**src/rtl/scan_reg_bank.sv**
```systemverilog
// scan_reg_bank: WIDTH-bit live register q with a shadow scan chain, a shift counter and a fill-state FSM.
// Define SCAN_PARITY_EN to append an odd-parity bit behind the data in the chain and check it on update.
module scan_reg_bank #(
    parameter int               WIDTH     = 8,
    parameter logic [WIDTH-1:0] RESET_VAL = {WIDTH{1'b0}},
    parameter int               CNT_W     = $clog2(WIDTH + 2)
) (
    input  logic             flop_clk,
    input  logic             rst,
    input  logic             set,
    input  logic             load_en,
    input  logic [WIDTH-1:0] d,
    output logic [WIDTH-1:0] q,
    input  logic             shift_en,
    input  logic             shift_i,
    output logic             shift_o,
    input  logic             capture,
    input  logic             update,
    output logic             shift_full,
    output logic             upd_ack,
    output logic             upd_err
);

`ifdef SCAN_PARITY_EN
    localparam int CHAIN_W = WIDTH + 1;
`else
    localparam int CHAIN_W = WIDTH;
`endif
    localparam logic [CNT_W-1:0] CNT_FULL = CNT_W'(CHAIN_W);

    typedef enum logic [1:0] {IDLE, SHIFT, FULL} state_t;

    state_t             state, state_next;
    logic [CHAIN_W-1:0] shadow, capture_word;
    logic [WIDTH-1:0]   shadow_data;
    logic [CNT_W-1:0]   cnt, cnt_next;
    logic               upd_ok, par_ok, upd_take;

`ifdef SCAN_PARITY_EN
    // Parity sits at shadow[0], behind the data word.
    assign shadow_data  = shadow[CHAIN_W-1:1];
    assign capture_word = {q, ~^q};
    assign par_ok       = ^shadow;
`else
    assign shadow_data  = shadow;
    assign capture_word = q;
    assign par_ok       = 1'b1;
`endif

    // A full chain is accepted only when not shifting; a bad parity still consumes the word.
    assign upd_ok   = update && (state == FULL) && !shift_en;
    assign upd_take = upd_ok && par_ok;
    assign shift_o  = shadow[CHAIN_W-1];

    always_comb begin
        // NOTE: defaults first so every path assigns the outputs and no latch is inferred.
        cnt_next   = cnt;
        state_next = state;
        if (shift_en) begin
            if (cnt != CNT_FULL)
                cnt_next = cnt + 1'b1;
        end else if (capture) begin
            cnt_next = CNT_FULL;
        end else if (upd_ok) begin
            cnt_next = '0;
        end

        if (cnt_next == CNT_FULL)
            state_next = FULL;
        else if (cnt_next == '0)
            state_next = IDLE;
        else
            state_next = SHIFT;
    end

    // NOTE: sequential state is written with non-blocking assignments only.
    always_ff @(posedge flop_clk or posedge rst) begin
        if (rst) begin
            q          <= RESET_VAL;
            shadow     <= '0;
            cnt        <= '0;
            state      <= IDLE;
            shift_full <= 1'b0;
            upd_ack    <= 1'b0;
            upd_err    <= 1'b0;
        end else begin
            if (set)
                q <= '1;
            else if (upd_take)
                q <= shadow_data;
            else if (load_en)
                q <= d;

            // Capture samples the pre-update q, and update reads the pre-capture shadow.
            if (shift_en)
                shadow <= {shadow[CHAIN_W-2:0], shift_i};
            else if (capture)
                shadow <= capture_word;

            cnt        <= cnt_next;
            state      <= state_next;
            shift_full <= (state_next == FULL);
            upd_ack    <= upd_take;
            upd_err    <= update && !upd_take;
        end
    end

endmodule

```
**config.mk**
```make
export PLATFORM = sky130hd
export DESIGN_NAME = scan_reg_bank
export DESIGN_NICKNAME = d
export VERILOG_FILES = /design/src/rtl/scan_reg_bank.sv
export SDC_FILE = /design/constraint.sdc
export NUM_CORES = 1
export LEC_CHECK = 0
export ABC_AREA = 1
export CORE_AREA = 2 2 69 45
export CTS_CLUSTER_DIAMETER = 100
export CTS_CLUSTER_SIZE = 16
export DETAILED_ROUTE_END_ITERATION = 12
export DIE_AREA = 0 0 71 47
export GPL_TIMING_DRIVEN = 0
export PLACE_DENSITY = 0.75
export SLEW_MARGIN = 20
export SYNTH_ARGS = -nofsm -noshare
export SYNTH_HDL_FRONTEND = slang
export SYNTH_SLANG_ARGS = --single-unit
```
**constraint.sdc**
```tcl
create_clock -name flop_clk -period 1.6 [get_ports flop_clk]
set_input_delay 0.4 -clock flop_clk [delete_from_list [all_inputs] [get_ports flop_clk]]
set_output_delay 0.4 -clock flop_clk [all_outputs]
set_load 0.01 [all_outputs]
```
==> reports/results.ini <==
[run_status]
outcome=completed

[global_route]
first_global_vias=981
antenna_found_initial=0
grt_util_all_layers_pct=18.27
global_route_wire_length_before_repair_mm=4.609
largest_net_degree_at_the_start_of_global_routing=26
globalRouteOverflowTotal=0

[clock_tree]
cts.root.buffer_cell=clkbuf_8
clock_sink_count=25
clk_latency_ps=270
clock_tree.htree_level_count=1
clock_tree_from_tritoncts=yes
cts.path.max_buffers=2
cts_post_setup_buffers_inserted=0
cts_hold_buf=0
worst_setup_hold_path_clk_slew_ps=90
cts_buffers=3

[worst_setup_path]
worst_path_dominant_cell_family=buffers and inverters
setup.worst_path.class=reg2out
worst_ep_arrival_time_ps=1130
reg2reg_setup_slack_ps=130
critPathBufInv=1
timing.critical_path.fanout_max=1
critical_path_required_ps=1200
critPathLaunchType=flop
critical_path.cell_chain=clkdlybuf4s50_1
crit_path_end_kind=output port
max_stage_delay_ps=520
crit_slowest_cell=clkdlybuf4s50_1

[synth]
largest_family_of_logic_cells_by_synthesized_area=simple AND/OR/NAND/NOR gates
synth-seq-cells=25
yosys.area_share.simple_pct=34.50
synth_nets=173
synth.area.mux_share_pct=0
syn-mean-instance-area_um2=8.096
xor_xnor_cell_area_share_of_the_yosys_netlist_pct=0
yosys.area_share.adder_pct=1.994
synth_cell_type_count=17
yosysSeqAreaShare_pct=49.85
syn_inst=155
warnings_from_yosys=0
synth_compound_area_share_pct=7.278
syn_area_um2=1255

[route]
drt_wl_total_mm=2.836
remaining_drc_errors=0
post_drt_via_cell_ratio=5.050
detailroute.via_count=1106
ant_nets=0
wl_per_cell_um=12.95
detail_route.iter0.violations=86
firstDrtPassIters=4

[power]
switching_share_pct=35.67
switching_power_summed_over_all_nets_uw=682.1
p_clk_share_pct=19.6
seqPwrFrac_pct=47.0
pwr_density_cell_nw_per_um2=1197
pwr-share-comb_pct=33.4
peak_supply_drop_uv=719.5
intPower_mw=1.230
leakage_nw=0.7863

[layout]
antenna_cells=0
multiInputGateArea_um2=549.3
syn2layout_area_growth_pct=27.32
most-common-layout-cells=nand2_1, dfrtp_1, clkdlybuf4s50_1, nand3_1, nor2_1
utilization_pct=58.71
n_fill_cell=232
most_frequent_standard_cell_in_the_layout_excluding_fill_and_tap_cells=nand2_1
seq_area_um2=625.6
num-nets-final=204
drive_gt1_share_pct=7.568

[floorplanning]
coreArea_um2=2721
pin_count=28
floorplan.initialDensity_pct=46.11
chipHeight_um=47
design.die.area_um2=3337
rows=15
dieWidth_um=71

[placed_design]
gp_routability_congestion=0.8063
dpl_worst_slack_ps=-203.5
dpl.hpwl_mm=2.109
io_buffer_count=26

[sta]
setup_slack_ps=66.36
finClkSkew_ps=7.111
slew_headroom_pct=39.73
tns_ps=0
timing.final.hold_violations=0
min_period_ps=1534
worst-slew-pin-transition_ps=898.5
layout_worst_path_cycle_share_pct=95.85
slew_viol_final=0
highest_achievable_clock_rate_mhz=652.0
setup-violations-final=0
rsz_0062_raised_after_global_routing=no

[flow_run]
drv_cap=0

[min_path]
hold_removal_path_class=in2reg

[registers in the layout (all words and copies together) (netlist names)]
register	count
upd_ack	1
state	2
upd_err	1
q	8
shadow	8
shift_full	1
cnt	4
[stage by stage]
stage	total power [mW]	instance area (um^2)	std cells	hold WS, ps
after floorplan	1.308	1255	155	427.3
final	1.912	1598	219	462.9
after detailed placement	1.572	1558	215	497.1
after CTS	1.930	1593	219	459.9
after global placement	1.534	1558	215	491.0
after global routing	2.050	1598	219	460.1
[per-layer routing]
layer / wire length (um) / global-route usage (%) / up-vias
li1: - / - / 568
met5: 0 / 0 / -
met2: 1194 / 29.53 / 42
met4: 14 / 3.019 / 0
met1: 1415 / 24.93 / 492
met3: 210 / 6.223 / 4
[cell usage after synthesis, drive strengths merged]
cell	count	area share, %
a21oi	7	2.8
buf	2	1.0
dfrtp	25	50
ha	2	2.0
inv	16	5.4
nand2	58	19
nand3	15	6.0
nand4	3	1.5
nor2	18	7.8
o211ai	1	0.60
o21ai	1	0.40
o22ai	7	3.5
[final timing paths]
| check | to | start | cells after the start |
|---|---|---|---|
| worst min-delay path | shadow[6] | capture | 2 |
| worst max register to register | state[1] | cnt[0] | 8 |
| worst min register to register | q[5] | q[5] | 2 |
| max in group asynchronous | cnt[2] | rst | 2 |
| worst max-delay path | upd_err | upd_err | 1 |
| min in group asynchronous | q[7] | rst | 2 |
[timing repair]
item	4_1_cts	5_1_grt
setup endpoints to repair	8	3
endpoints found under the hold margin	0	0
gates resized for setup	8	2
[kinds of logic (layout without fill, tap and decap cells)]
group / after synthesis / after routing
AND/OR/NAND/NOR: 94 / 94
flip-flops: 25 / 25
buffers and inverters: 18 / 48
AO/OA/AOI/OAI: 16 / 16
adder cells (fa/ha/maj): 2 / 2
[power groups by stage]
stage | sequential (mW) | combinational (mW) | clock [mW]
final | 0.899 | 0.639 | 0.375
after global routing | 0.916 | 0.722 | 0.412
after CTS | 0.896 | 0.643 | 0.390
after detailed placement | 0.907 | 0.665 | 0
after global placement | 0.903 | 0.631 | 0
after floorplan | 0.910 | 0.399 | 0
[cell type report]
type,count,area share (%)
Buffer,2,0.7831
Timing Repair Buffer,26,15.97
Inverter,16,4.229
Clock buffer,4,2.819
Sequential cell,25,39.15
Multi-Input combinational cell,112,34.38
Tap cell,34,2.662
No activity file was read; power rests on OpenSTA's default activity.
